`config.mk`:
```
export PLATFORM = sky130hd
export DESIGN_NAME = id_ex_stage_flat
export DESIGN_NICKNAME = d
export VERILOG_FILES = /design/src/rtl/id_ex_stage_if.sv /design/src/rtl/id_ex_stage.sv /design/src/flat_wrapper.sv
export SDC_FILE = /design/constraint.sdc
export NUM_CORES = 1
export LEC_CHECK = 0
export CAP_MARGIN = 20
export CORE_MARGIN = 2
export CORE_UTILIZATION = 55
export DETAILED_ROUTE_END_ITERATION = 10
export GPL_ROUTABILITY_DRIVEN = 0
export GPL_TIMING_DRIVEN = 0
export PLACE_DENSITY = 0.86
export REMOVE_ABC_BUFFERS = 1
export SYNTH_ARGS = -nofsm -noshare
export SYNTH_HDL_FRONTEND = slang
export SYNTH_SLANG_ARGS = --single-unit
```
`constraint.sdc`:
```
create_clock -name clk_i -period 23.9 [get_ports clk_i]
set_input_delay 7.17 -clock clk_i [delete_from_list [all_inputs] [get_ports clk_i]]
set_output_delay 7.17 -clock clk_i [all_outputs]
set_load 0.02 [all_outputs]
```
`src/rtl/id_ex_stage_if.sv`:
```
// Decode-to-execute handshake bundle: decode request/operand inputs and
// execute-side outputs of the ID/EX pipeline register.
interface id_ex_stage_if #(
  parameter int unsigned DATA_WIDTH = 32
);
  logic                  in_valid_i;
  logic                  in_ready_o;
  logic [DATA_WIDTH-1:0] inst_i;
  logic [DATA_WIDTH-1:0] rs1_rdata_i;
  logic [DATA_WIDTH-1:0] rs2_rdata_i;
  logic                  flush_i;
  logic                  ex_ready_i;
  logic                  out_valid_o;
  logic [DATA_WIDTH-1:0] inst_o;
  logic [DATA_WIDTH-1:0] op1_o;
  logic [DATA_WIDTH-1:0] op2_o;

  modport slave (
    input  in_valid_i, inst_i, rs1_rdata_i, rs2_rdata_i, flush_i, ex_ready_i,
    output in_ready_o, out_valid_o, inst_o, op1_o, op2_o
  );

  modport master (
    output in_valid_i, inst_i, rs1_rdata_i, rs2_rdata_i, flush_i, ex_ready_i,
    input  in_ready_o, out_valid_o, inst_o, op1_o, op2_o
  );
endinterface

```
`src/rtl/id_ex_stage.sv`:
```
// ID/EX pipeline register with operand generation and a one-entry skid buffer
// so in_ready_o is registered and never depends on ex_ready_i.
module id_ex_stage #(
  parameter int unsigned           DATA_WIDTH = 32,
  parameter logic [DATA_WIDTH-1:0] NOP_INST   = 32'h0000_0013
) (
  input logic            clk_i,
  input logic            rst_i,
  id_ex_stage_if.slave   bus
);

  localparam logic [6:0] OpImm = 7'b0010011;

  typedef struct packed {
    logic [DATA_WIDTH-1:0] inst;
    logic [DATA_WIDTH-1:0] op1;
    logic [DATA_WIDTH-1:0] op2;
  } entry_t;

  localparam entry_t EmptyEntry = '{inst: NOP_INST, op1: '0, op2: '0};

  entry_t main_q, main_d, skid_q, skid_d, new_entry;
  logic   main_valid_q, main_valid_d, skid_valid_q, skid_valid_d;
  logic   accept, consume;
  logic [6:0] opcode;
  logic [2:0] funct3;

  // Operand generation on the incoming instruction
  always_comb begin
    opcode        = bus.inst_i[6:0];
    funct3        = bus.inst_i[14:12];
    new_entry     = EmptyEntry;
    new_entry.inst = bus.inst_i;
    new_entry.op1  = bus.rs1_rdata_i;
    if (opcode == OpImm) begin
      if (funct3 == 3'b001 || funct3 == 3'b101) begin
        new_entry.op2 = {{(DATA_WIDTH-5){1'b0}}, bus.inst_i[24:20]};
      end else begin
        new_entry.op2 = {{(DATA_WIDTH-12){bus.inst_i[31]}}, bus.inst_i[31:20]};
      end
    end else begin
      new_entry.op2 = bus.rs2_rdata_i;
    end
  end

  assign bus.in_ready_o = ~skid_valid_q & ~rst_i;
  assign accept         = bus.in_valid_i & bus.in_ready_o & ~bus.flush_i;
  assign consume        = main_valid_q & bus.ex_ready_i;

  always_comb begin
    main_d       = main_q;
    skid_d       = skid_q;
    main_valid_d = main_valid_q;
    skid_valid_d = skid_valid_q;
    if (bus.flush_i) begin
      main_valid_d = 1'b0;
      skid_valid_d = 1'b0;
    end else if (skid_valid_q) begin
      // in_ready_o is low here, so nothing can be accepted this cycle
      if (consume) begin
        main_d       = skid_q;
        main_valid_d = 1'b1;
        skid_valid_d = 1'b0;
      end
    end else if (!main_valid_q || consume) begin
      main_valid_d = accept;
      if (accept) main_d = new_entry;
    end else if (accept) begin
      skid_d       = new_entry;
      skid_valid_d = 1'b1;
    end
  end

  always_ff @(posedge clk_i or posedge rst_i) begin
    if (rst_i) begin
      main_q       <= EmptyEntry;
      skid_q       <= EmptyEntry;
      main_valid_q <= 1'b0;
      skid_valid_q <= 1'b0;
    end else begin
      main_q       <= main_d;
      skid_q       <= skid_d;
      main_valid_q <= main_valid_d;
      skid_valid_q <= skid_valid_d;
    end
  end

  assign bus.out_valid_o = main_valid_q;
  assign bus.inst_o      = main_valid_q ? main_q.inst : NOP_INST;
  assign bus.op1_o       = main_valid_q ? main_q.op1 : '0;
  assign bus.op2_o       = main_valid_q ? main_q.op2 : '0;

endmodule
```
`src/flat_wrapper.sv`:
```
// flat-port wrapper written by rule: the top's interface ports become plain ports
module id_ex_stage_flat 
#(
  parameter int unsigned           DATA_WIDTH = 32,
  parameter logic [DATA_WIDTH-1:0] NOP_INST   = 32'h0000_0013
)
  (clk_i, rst_i, bus_in_valid_i, bus_inst_i, bus_rs1_rdata_i, bus_rs2_rdata_i, bus_flush_i, bus_ex_ready_i, bus_in_ready_o, bus_out_valid_o, bus_inst_o, bus_op1_o, bus_op2_o);
  id_ex_stage_if #(.DATA_WIDTH(DATA_WIDTH)) bus_i ();
  input logic clk_i;
  input logic rst_i;
  input wire logic [$bits(bus_i.in_valid_i)-1:0] bus_in_valid_i;
  input wire logic [$bits(bus_i.inst_i)-1:0] bus_inst_i;
  input wire logic [$bits(bus_i.rs1_rdata_i)-1:0] bus_rs1_rdata_i;
  input wire logic [$bits(bus_i.rs2_rdata_i)-1:0] bus_rs2_rdata_i;
  input wire logic [$bits(bus_i.flush_i)-1:0] bus_flush_i;
  input wire logic [$bits(bus_i.ex_ready_i)-1:0] bus_ex_ready_i;
  output wire logic [$bits(bus_i.in_ready_o)-1:0] bus_in_ready_o;
  output wire logic [$bits(bus_i.out_valid_o)-1:0] bus_out_valid_o;
  output wire logic [$bits(bus_i.inst_o)-1:0] bus_inst_o;
  output wire logic [$bits(bus_i.op1_o)-1:0] bus_op1_o;
  output wire logic [$bits(bus_i.op2_o)-1:0] bus_op2_o;
  assign bus_i.in_valid_i = bus_in_valid_i;
  assign bus_i.inst_i = bus_inst_i;
  assign bus_i.rs1_rdata_i = bus_rs1_rdata_i;
  assign bus_i.rs2_rdata_i = bus_rs2_rdata_i;
  assign bus_i.flush_i = bus_flush_i;
  assign bus_i.ex_ready_i = bus_ex_ready_i;
  assign bus_in_ready_o = bus_i.in_ready_o;
  assign bus_out_valid_o = bus_i.out_valid_o;
  assign bus_inst_o = bus_i.inst_o;
  assign bus_op1_o = bus_i.op1_o;
  assign bus_op2_o = bus_i.op2_o;
  id_ex_stage #(.DATA_WIDTH(DATA_WIDTH), .NOP_INST(NOP_INST)) u_core (.clk_i(clk_i), .rst_i(rst_i), .bus(bus_i));
endmodule
```
==> reports/summary.txt <==
Layout cell share with drive strength beyond 1 -> 12.57%
Critical Path AT -> 8.56 ns
Wire length of the first global-routing pass -> 35020 um
Worst slew pin tran -> 1.129 ns
CP endpoint kind -> primary output
Post-synth top cells -> 188 x dfrtp_1, 130 x nand2_1, 106 x o21ai_1
FF-to-FF setup slack -> 20.78 ns
Count of unique library cells instantiated by Yosys -> 32
Top cell type's share of synthesized area -> 51.77%
CTS Buffer Depth -> 2
# nets final -> 1115
DP Wirelength -> 13230 um
Met3 global-route usage -> 5.939%
Setup violators final -> 0
Worst path slowest cell -> clkdlybuf4s50_1
Largest delay share family, worst path -> buffers and inverters
RSZ-0062 raised after global routing -> false
Met1 Resource Use GR -> 31.04%
Mapped Area -> 9087 um2
Leak -> 5.065 nW
Ant diodes -> 0
Synth Instances -> 855
GR Util All Layers -> 24.67%
Fmax -> 0.06358 GHz
Die Y -> 132.5 um
Routed Antenna Nets -> 0
Sw Share -> 27.03%
Max VDD drop -> 0.04804 mV
Root Driver -> clkbuf_16
Most used cell along the critical path -> clkdlybuf4s50_1
Via count -> 6784
Initial antenna violation count -> 0
Dominant cell type by area after synthesis -> dfrtp_1
Rows -> 46
Routing usage on met2 -> 42.03%
IO Pins -> 199
Synth async-reset ratio -> 100.0%
CP Launch Type -> primary input
Hold buffers post-CTS -> 0
Die width -> 132.5 um
Top_reg_cell synth -> dfrtp_1
Cell-by-cell trace of the critical path -> clkdlybuf4s50_1 -> nor2_1 -> clkdlybuf4s50_1
Gr ovfl total -> 0
Crit-path max cell delay -> 0.66 ns
Max-Cap Viols -> 0
Dominant cell by count in the synthesized netlist -> dfrtp_1
Synth-to-Final Area Change -> 29.82%
Initial DRC count -> 400
CP Data Required Time -> 16.73 ns
Routed wire length -> 21040 um
Internal Power -> 0.6027 mW
TritonCTS buffer count -> 17
Critical path fanouts, max -> 3
Core area -> 16000 um2
Min-delay worst type -> reg2reg
Final min period -> 15.73 ns
CTS tree -> done
Synth Area per Inst -> 10.63 um2
PostCTS Resize Cnt -> 0
Tcrit/Tclk final -> 65.81%
Final Hold Fails -> 0
PortBufs -> 198
Drt via density -> 5.462
Post-Layout Cell Count -> 1242
Status -> completed
Clock-pin slew on the worst setup and hold paths -> 0.07 ns
Clk sinks -> 194
Starting Density -> 56.80%
DR WL/cell -> 16.94 um
Clock share of power -> 33.3%
Setup CP Type -> in2out
Largest net degree at the start of global routing -> 106
Vias in the first global route -> 6975
Setup bufs post-CTS -> 0
Finished Core Util -> 73.73%
Yosys reg bits -> 194
Flop pwr share -> 50.6%
Sequential area share after synthesis -> 53.50%
Grt peak-use layer -> met2
Synth top area cells -> dfrtp_1 52%, mux2_2 7.9%, mux2i_1 7.6%, and2_1 6.4%, o21ai_1 5.8%
Rel. slew slack -> 24.46%
Die area -> 17570 um2
Total of warnings raised by yosys -> 0
Critical path buffers and inverters -> 2
Fillcell total -> 1164
Clk_skew -> 0.009839 ns
Pwr/cell area -> 70.01 nW/um2
Combinational cell fraction of total power -> 16.1%
Drt first pass iters -> 5
Clk_lat worst skew -> 0.43 ns
DRC viols -> 0
Post-route setup TNS -> 0 ns
H-tree levels -> 4
Slew Viols, Final -> 0
P_sw -> 0.2232 mW
Placed insts -> 1211
EDFF count, synth -> 0
## final cells by class
type / instances / area (um2) / share of cell area [%]
sequential: 194 / 4870 / 41.28
multi-input combinational: 588 / 3867 / 32.78
timing repair buffer: 210 / 2212 / 18.75
clock buffer: 19 / 432.9 / 3.670
tap: 216 / 270.3 / 2.291
clock inverter: 12 / 126.4 / 1.071
inverter: 3 / 18.77 / 0.1591
## cells in the final DEF, fill, tap and decap left out, types with 8 or more instances in the layout
master	n
o211ai_2	10
mux2i_1	69
nand2_1	130
o21ai_0	33
dfrtp_1	186
and2_1	93
a21oi_1	22
buf_8	8
mux2_2	64
o21ai_1	106
clkbuf_16	17
clkdlybuf4s50_1	198
a211oi_1	22
nand3_1	11
## per-stage QoR
step | power (mW) | cell area, um2 | setup WS [ns] | hold slack, ns
after floorplan | 0.4972 | 8723 | 9.251 | 0.4409
after global routing | 0.8678 | 11800 | 8.121 | 0.4961
after CTS | 0.8325 | 11800 | 8.176 | 0.4777
after detailed placement | 0.5571 | 11240 | 8.188 | 0.4596
final | 0.8260 | 11800 | 8.171 | 0.4710
after global placement | 0.5485 | 10980 | 8.282 | 0.4484
## power groups by stage
stage	Combinational (mW)	Sequential, mW	Clock [mW]
floorplan	0.0828	0.414	0
global placement	0.128	0.421	0
detailed placement	0.134	0.423	0
CTS	0.135	0.418	0.280
global route	0.148	0.425	0.294
finish	0.133	0.418	0.275
## state kept, by name (all words and copies together) (netlist names)
register / cells
u_core.skid_valid_q: 1
u_core.bus.out_valid_o: 1
u_core.skid_q: 96
u_core.main_q: 96
## per-layer routing
layer  share of wire, %  wire length [um]  vias to the layer above
met5                  0                 0                        -
met4                2.1               438                        0
met3                5.6              1188                       37
met2                 50             10550                      189
met1                 42              8865                     3293
li1                   -                 -                     3265
## path summary, 6_finish.rpt
path / startpoint / end / depth (start not counted)
worst min-delay path: u_core.main_q[68]$_DFFE_PP1P_ / u_core.main_q[68]$_DFFE_PP1P_ / 2
worst min register to register: u_core.main_q[68]$_DFFE_PP1P_ / u_core.main_q[68]$_DFFE_PP1P_ / 2
max in group asynchronous: rst_i / u_core.main_q[46]$_DFFE_PP0P_ / 3
min in group asynchronous: rst_i / u_core.skid_q[52]$_DFFE_PP0P_ / 2
worst max-delay path: rst_i / bus_in_ready_o / 3
worst max register to register: u_core.bus.out_valid_o$_DFFE_PP0P_ / u_core.main_q[10]$_DFFE_PP0P_ / 5
## tightest hold or removal path: stages (launching register included)
cell,delay [ns]
dfstp_2,0.37
nand2_1,0.05
o21ai_1,0.05
## logic make-up after synthesis
logic type             share of synthesized area (%)
muxes                                          15.53
AOI/OAI and AO/OA                              12.94
DFF                                            53.50
buffers and inverters                          4.131
and+or+nand+nor                                13.89
(Power assumes the default switching activity.)
